--- src/rtl/p3_pkg.sv ---
// Shared definitions for the P3 execute stage: opcodes, flag bit positions,
// memory-op encodings and small opcode decode helpers.
package p3_pkg;

  localparam int unsigned DATA_W = 16;
  localparam int unsigned WIDE_W = 2 * DATA_W;
  localparam int unsigned OP_W   = 4;
  localparam int unsigned REG_W  = 3;
  localparam int unsigned MEM_W  = 2;
  localparam int unsigned FLAG_W = 4;
  localparam int unsigned SHA_W  = 4;

  localparam int unsigned FLAG_S = 3;
  localparam int unsigned FLAG_Z = 2;
  localparam int unsigned FLAG_C = 1;
  localparam int unsigned FLAG_V = 0;

  localparam logic [MEM_W-1:0] MEM_NONE  = 2'b00;
  localparam logic [MEM_W-1:0] MEM_LOAD  = 2'b01;
  localparam logic [MEM_W-1:0] MEM_STORE = 2'b10;

  typedef enum logic [OP_W-1:0] {
    OP_ADD   = 4'd0,
    OP_SUB   = 4'd1,
    OP_AND   = 4'd2,
    OP_OR    = 4'd3,
    OP_XOR   = 4'd4,
    OP_CMP   = 4'd5,
    OP_MOV   = 4'd6,
    OP_NOP7  = 4'd7,
    OP_SLL   = 4'd8,
    OP_SLR   = 4'd9,
    OP_SRL   = 4'd10,
    OP_SRA   = 4'd11,
    OP_IN    = 4'd12,
    OP_OUT   = 4'd13,
    OP_NOP14 = 4'd14,
    OP_HLT   = 4'd15
  } opcode_e;

  // Low two opcode bits of the shift group select the shift kind directly.
  typedef enum logic [1:0] {
    SH_SLL = 2'b00,
    SH_SLR = 2'b01,
    SH_SRL = 2'b10,
    SH_SRA = 2'b11
  } shift_kind_e;

  typedef enum logic {
    ST_RUN    = 1'b0,
    ST_HALTED = 1'b1
  } state_e;

  function automatic logic op_updates_flags(input logic [OP_W-1:0] op);
    return (op <= 4'd6) || ((op >= 4'd8) && (op <= 4'd11));
  endfunction

  function automatic logic op_writes_reg(input logic [OP_W-1:0] op);
    return !((op == 4'd5) || (op == 4'd13) || (op == 4'd15) ||
             (op == 4'd7) || (op == 4'd14));
  endfunction

endpackage

--- src/rtl/p3_shift.sv ---
// Combinational 16-bit shifter/rotator; carry is the last bit shifted out,
// forced to 0 when the amount is zero.
module p3_shift
  import p3_pkg::*;
(
  input  logic [DATA_W-1:0] value,
  input  logic [SHA_W-1:0]  amount,
  input  shift_kind_e       kind,
  output logic [DATA_W-1:0] result,
  output logic              carry
);

  logic [WIDE_W-1:0] wide;

  // Shift inside a double-width word so the outgoing bit lands at a fixed position.
  always_comb begin
    wide   = '0;
    result = '0;
    carry  = 1'b0;
    case (kind)
      SH_SLL: begin
        wide   = {{DATA_W{1'b0}}, value} << amount;
        result = wide[DATA_W-1:0];
        carry  = wide[DATA_W];
      end
      SH_SLR: begin
        wide   = {value, value} << amount;
        result = wide[WIDE_W-1:DATA_W];
        carry  = wide[DATA_W];
      end
      SH_SRL: begin
        wide   = {value, {DATA_W{1'b0}}} >> amount;
        result = wide[WIDE_W-1:DATA_W];
        carry  = wide[DATA_W-1];
      end
      SH_SRA: begin
        wide   = WIDE_W'($signed({value, {DATA_W{1'b0}}}) >>> amount);
        result = wide[WIDE_W-1:DATA_W];
        carry  = wide[DATA_W-1];
      end
      default: begin
        result = value;
      end
    endcase
    if (amount == '0) begin
      carry = 1'b0;
    end
  end

endmodule

--- src/rtl/p3_execute.sv ---
// P3 execute stage: single-cycle ALU pipeline register with sticky flags,
// stall hold and a RUN/HALTED state machine entered by HLT.
module p3_execute
  import p3_pkg::*;
(
  input  logic              clock,
  input  logic              reset_n,
  input  logic              in_valid,
  input  logic              stall,
  input  logic [DATA_W-1:0] alu1,
  input  logic [DATA_W-1:0] alu2,
  input  logic [OP_W-1:0]   opcode,
  input  logic              writereg,
  input  logic [MEM_W-1:0]  memwrite,
  input  logic [REG_W-1:0]  regaddress,
  input  logic [DATA_W-1:0] address,
  input  logic [DATA_W-1:0] storedata,
  output logic              out_valid,
  output logic [DATA_W-1:0] result,
  output logic [FLAG_W-1:0] flags,
  output logic              writereg_out,
  output logic [MEM_W-1:0]  memwrite_out,
  output logic [REG_W-1:0]  regaddress_out,
  output logic [DATA_W-1:0] address_out,
  output logic [DATA_W-1:0] storedata_out,
  output logic              halted
);

  state_e            state_q, state_d;
  logic              out_valid_q, out_valid_d;
  logic [DATA_W-1:0] result_q, result_d;
  logic [FLAG_W-1:0] flags_q, flags_d;
  logic              writereg_q, writereg_d;
  logic [MEM_W-1:0]  memwrite_q, memwrite_d;
  logic [REG_W-1:0]  regaddress_q, regaddress_d;
  logic [DATA_W-1:0] address_q, address_d;
  logic [DATA_W-1:0] storedata_q, storedata_d;
  logic              halted_q, halted_d;

  logic [DATA_W-1:0] sh_res;
  logic              sh_carry;

  p3_shift u_shift (
    .value  (alu1),
    .amount (alu2[SHA_W-1:0]),
    .kind   (shift_kind_e'(opcode[1:0])),
    .result (sh_res),
    .carry  (sh_carry)
  );

  logic              accept;
  logic [DATA_W:0]   sum, diff;
  logic [DATA_W-1:0] alu_res;
  logic              alu_c, alu_v, keep_result;

  // ALU evaluation and next-state for every pipeline register.
  always_comb begin
    state_d      = state_q;
    out_valid_d  = out_valid_q;
    result_d     = result_q;
    flags_d      = flags_q;
    writereg_d   = writereg_q;
    memwrite_d   = memwrite_q;
    regaddress_d = regaddress_q;
    address_d    = address_q;
    storedata_d  = storedata_q;
    halted_d     = halted_q;
    alu_res      = '0;
    alu_c        = 1'b0;
    alu_v        = 1'b0;
    keep_result  = 1'b0;

    accept = in_valid && !stall && (state_q == ST_RUN);
    sum    = {1'b0, alu1} + {1'b0, alu2};
    diff   = {1'b0, alu1} - {1'b0, alu2};

    case (opcode_e'(opcode))
      OP_ADD: begin
        alu_res = sum[DATA_W-1:0];
        alu_c   = sum[DATA_W];
        alu_v   = (alu1[DATA_W-1] == alu2[DATA_W-1]) && (sum[DATA_W-1] != alu1[DATA_W-1]);
      end
      OP_SUB, OP_CMP: begin
        alu_res     = diff[DATA_W-1:0];
        alu_c       = diff[DATA_W];
        alu_v       = (alu1[DATA_W-1] != alu2[DATA_W-1]) && (diff[DATA_W-1] != alu1[DATA_W-1]);
        keep_result = (opcode == OP_CMP);
      end
      OP_AND: alu_res = alu1 & alu2;
      OP_OR:  alu_res = alu1 | alu2;
      OP_XOR: alu_res = alu1 ^ alu2;
      OP_MOV: alu_res = alu2;
      OP_SLL, OP_SLR, OP_SRL, OP_SRA: begin
        alu_res = sh_res;
        alu_c   = sh_carry;
      end
      OP_IN:  alu_res = '0;
      OP_OUT: alu_res = alu1;
      default: keep_result = 1'b1;
    endcase

    // Stall freezes everything; otherwise valid tracks acceptance.
    if (!stall) begin
      out_valid_d = accept;
      if (accept) begin
        if (!keep_result) begin
          result_d = alu_res;
        end
        if (op_updates_flags(opcode)) begin
          flags_d = {alu_res[DATA_W-1], (alu_res == '0), alu_c, alu_v};
        end
        writereg_d   = writereg && op_writes_reg(opcode);
        memwrite_d   = memwrite;
        regaddress_d = regaddress;
        address_d    = address;
        storedata_d  = storedata;
        if (opcode == OP_HLT) begin
          memwrite_d = MEM_NONE;
          state_d    = ST_HALTED;
        end
      end
    end
    halted_d = (state_d == ST_HALTED);
  end

  always_ff @(posedge clock) begin
    if (!reset_n) begin
      state_q      <= ST_RUN;
      out_valid_q  <= 1'b0;
      result_q     <= '0;
      flags_q      <= '0;
      writereg_q   <= 1'b0;
      memwrite_q   <= MEM_NONE;
      regaddress_q <= '0;
      address_q    <= '0;
      storedata_q  <= '0;
      halted_q     <= 1'b0;
    end else begin
      state_q      <= state_d;
      out_valid_q  <= out_valid_d;
      result_q     <= result_d;
      flags_q      <= flags_d;
      writereg_q   <= writereg_d;
      memwrite_q   <= memwrite_d;
      regaddress_q <= regaddress_d;
      address_q    <= address_d;
      storedata_q  <= storedata_d;
      halted_q     <= halted_d;
    end
  end

  assign out_valid      = out_valid_q;
  assign result         = result_q;
  assign flags          = flags_q;
  assign writereg_out   = writereg_q;
  assign memwrite_out   = memwrite_q;
  assign regaddress_out = regaddress_q;
  assign address_out    = address_q;
  assign storedata_out  = storedata_q;
  assign halted         = halted_q;

endmodule
--- config.mk ---
export PLATFORM = sky130hd
export DESIGN_NAME = p3_execute
export DESIGN_NICKNAME = d
export VERILOG_FILES = /design/src/rtl/p3_pkg.sv /design/src/rtl/p3_shift.sv /design/src/rtl/p3_execute.sv
export SDC_FILE = /design/constraint.sdc
export NUM_CORES = 1
export LEC_CHECK = 0
export CORE_UTILIZATION = 30
export DETAILED_ROUTE_END_ITERATION = 12
export GPL_TIMING_DRIVEN = 0
export PLACE_DENSITY = 0.59
export SLEW_MARGIN = 15
export SYNTH_ARGS = -nofsm -noshare
export SYNTH_HDL_FRONTEND = slang
export SYNTH_SLANG_ARGS = --single-unit
--- constraint.sdc ---
create_clock -name clock -period 4.99 [get_ports clock]
set_input_delay 0.499 -clock clock [delete_from_list [all_inputs] [get_ports clock]]
set_output_delay 0.499 -clock clock [all_outputs]
set_load 0.01 [all_outputs]
==> results.cfg <==
[placement]
placed_cell_area_sq_um = 8900
portBuffers = 137
dpl.hpwl_um = 24700
finalWeightedCongestion = 1.01

[drt]
dr.pass1.iters = 8
drc = 0
drtIter0Drc = 873
routedWlPerCell_um = 22.9
drt_wl_total_um = 32200
vias_per_cell = 5.89
vias = 8268
ant_nets = 0

[logic_synthesis]
synth_ff_type = dfxtp_1
syn_avg_cell_area_sq_um = 7.66
yosysUniqueCellTypes = 79
synthArstFlopShare_pct = 0
yosys_warnings = 0
yosysSeqAreaShare_pct = 16.9
ys_ff_latch = 60
synth_nets = 1060
syn_inst = 930
syn_area_sq_um = 7130
synth_edf_count = 0

[floorplan]
start_util_pct = 30.5
row_count = 56
dieArea_sq_um = 24400
die_w_um = 156
die_h_um = 156
num_io_pins = 138
coreArea_sq_um = 23400

[run_status]
outcome = complete, no violations

[global_route]
grt_pass1_vias = 7942
grt_usage_pct = 26.1
grt_max_degree = 13
antenna_found_initial = 0
grt_overflow = 0
grt_pass1_wl_um = 48100

[clock_network]
path_clk_slew_ns = 0.05
numCtsBuffers = 9
cts_hold_buf = 0
root_buffer = clkbuf_16
clock_latency_ns = 0.33
numClockSinks = 60
cts_tree = done
clock_tree.htree_level_count = 3
cts_buffer_depth = 2

[cells_and_area]
multi_input_comb_area_sq_um = 5430
area_growth_pct = 29.9
nets = 1209
drive_gt1_share_pct = 8.76
seq_area_sq_um = 1200
finish.instance_area_sq_um = 9260
n_antenna_cell = 0
nFillCells = 2490

[sta]
fmax_mhz = 219
finalCritPeriodShare_pct = 91.3
min_period_ns = 4.56
rsz0062_at_grt = false
setup_tns_ns = 0
skew_ns = 0.00653
tightest_slew_ns = 1.18
max_slew_margin_pct = 20.8
maxSlewViolCount = 0
hold_viol_final = 0
setup_viol_count_final = 0

[power]
power_density_nw_per_um2 = 210
power_leakage_nw = 3.64
ir_drop_v = 0.000155

[setup_path]
crit_required_ns = 5.22
path_class = in2reg
crit_fanout = 11
endpoint_kind = flip-flop
arrival_ns = 4.79
start_kind = primary input

[min_path]
hp-class = reg2reg

[run]
max_cap_viol_count = 0
## repair_timing
action                     CTS  global route
setup endpoints to repair    5             3
gates resized for setup      3             8
setup buffers                0             2
pin swaps                    0             0
## per-stage QoR
step / setup WS (ns) / hold WS, ns / total power, mW / util (%) / cells
floorplan: 1.07 / 0.485 / 0.971 / - / 930
global placement: -0.820 / 0.451 / 1.29 / 38.0 / 1386
detailed placement: -0.715 / 0.456 / 1.29 / 38.0 / 1386
CTS: 0.0765 / 0.464 / 1.93 / 39.4 / 1401
global route: 0.241 / 0.481 / 2.03 / 39.6 / 1403
finish: 0.433 / 0.459 / 1.94 / 39.6 / 1403
## registers in the layout, summed over array words and instances, names as in the netlist
register and count:
out_valid 1, regaddress_out 3, memwrite_out 2, writereg_out 1
halted 1, result 16, address_out 16, flags 4
storedata_out 16
## critical path, stage by stage
cell and delay, ns:
clkdlybuf4s50_1 0.48, clkbuf_2 0.31, inv_1 0.18, clkbuf_1 0.37, ha_1 0.40, clkbuf_1 0.39
o21ai_0 0.21, o211ai_1 0.36, and2_1 0.23, nand2_1 0.09, a211oi_1 0.28, xor2_1 0.11
a211oi_1 0.49, inv_1 0.12, o41ai_2 0.27
## report_power, final
group | leakage (nW) | total, mW | internal (mW) | switching (mW)
clock | 0.148 | 0.635 | 0.414 | 0.221
sequential | 0.491 | 0.517 | 0.505 | 0.0121
combinational | 3.00 | 0.790 | 0.322 | 0.468
## synthesized netlist by cell type, drive strengths merged, types with 5 or more instances
master   number  area [sq um]
a211oi       21           158
a21boi       42           315
a21o          7          52.6
a21oi        56           280
a221oi        5          43.8
a22oi         5          37.5
a31o          5          43.8
a31oi        14          87.6
a32o          5          50.1
and2          9          56.3
and3          7          43.8
buf          20           123
clkbuf       60           225
dfxtp        60          1200
ha           50           626
inv          46           173
mux2          9           101
mux2i        26           260
mux4         29           687
nand2       143           537
nand2b        7          43.8
nand3        24           120
nand4        12          75.1
nor2         55           206
nor2b        15          93.8
nor3         13          65.1
nor4          9          56.3
o2111ai       5          50.0
o211a        12           120
o211ai       13           103
o21a          6          45.0
o21ai        42           210
o21bai        8          60.1
o221ai        5          43.8
o22ai         6          37.5
or2          10          62.6
## metal layers
metal / global-route usage, % / wire [um] / vias up
met3: 4.19 / 2740 / 112
met1: 32.6 / 13000 / 3915
met4: 14.7 / 1770 / 0
li1: - / - / 3746
met5: 0 / 0 / -
met2: 42.6 / 14700 / 495
## cell families (layout without fill, tap and decap cells)
family          count (synthesis)  after routing  share of synthesized area, %
flops                          60             60                          16.9
fa+ha+maj                      52             52                          9.34
buf+inv                       127            281                          7.35
compound gates                302            302                          30.3
simple gates                  321            321                          21.0
mux                            64             64                          14.7
xor+xnor                        4              4                         0.492
## worst paths after layout
check | start | end | slack (ns) | cells past startpoint
max | alu2[3] | flags[2]$_SDFFE_PN0P_ | 0.43 | 15
min | storedata_out[0]$_SDFFE_PN0P_ | storedata_out[0]$_SDFFE_PN0P_ | 0.46 | 2
max reg2reg | halted$_SDFFE_PN0P_ | flags[2]$_SDFFE_PN0P_ | 2.43 | 8
min reg2reg | storedata_out[0]$_SDFFE_PN0P_ | storedata_out[0]$_SDFFE_PN0P_ | 0.46 | 2
## final cells by class
class                   instances  share of cell area (%)
clock buffers                  11                    2.73
multi-input cells             743                    58.7
flip-flops and latches         60                    13.0
well taps                     319                    4.31
plain buffers                  79                    3.76
clock inverters                 5                   0.635
repair buffers                139                    15.0
inverters                      47                    1.95
## cell usage in the layout (no fill, tap or decap), drive strengths merged, types with 22 or more instances in the layout
cell type	instances
dfxtp	60
nor2	55
o21ai	42
nand3	24
ha	50
clkbuf	70
mux4	29
clkdlybuf4s50	137
inv	46
nand2	143
a21oi	56
a21boi	42
mux2i	26
buf	22
No activity file was read; power rests on OpenSTA's default activity.
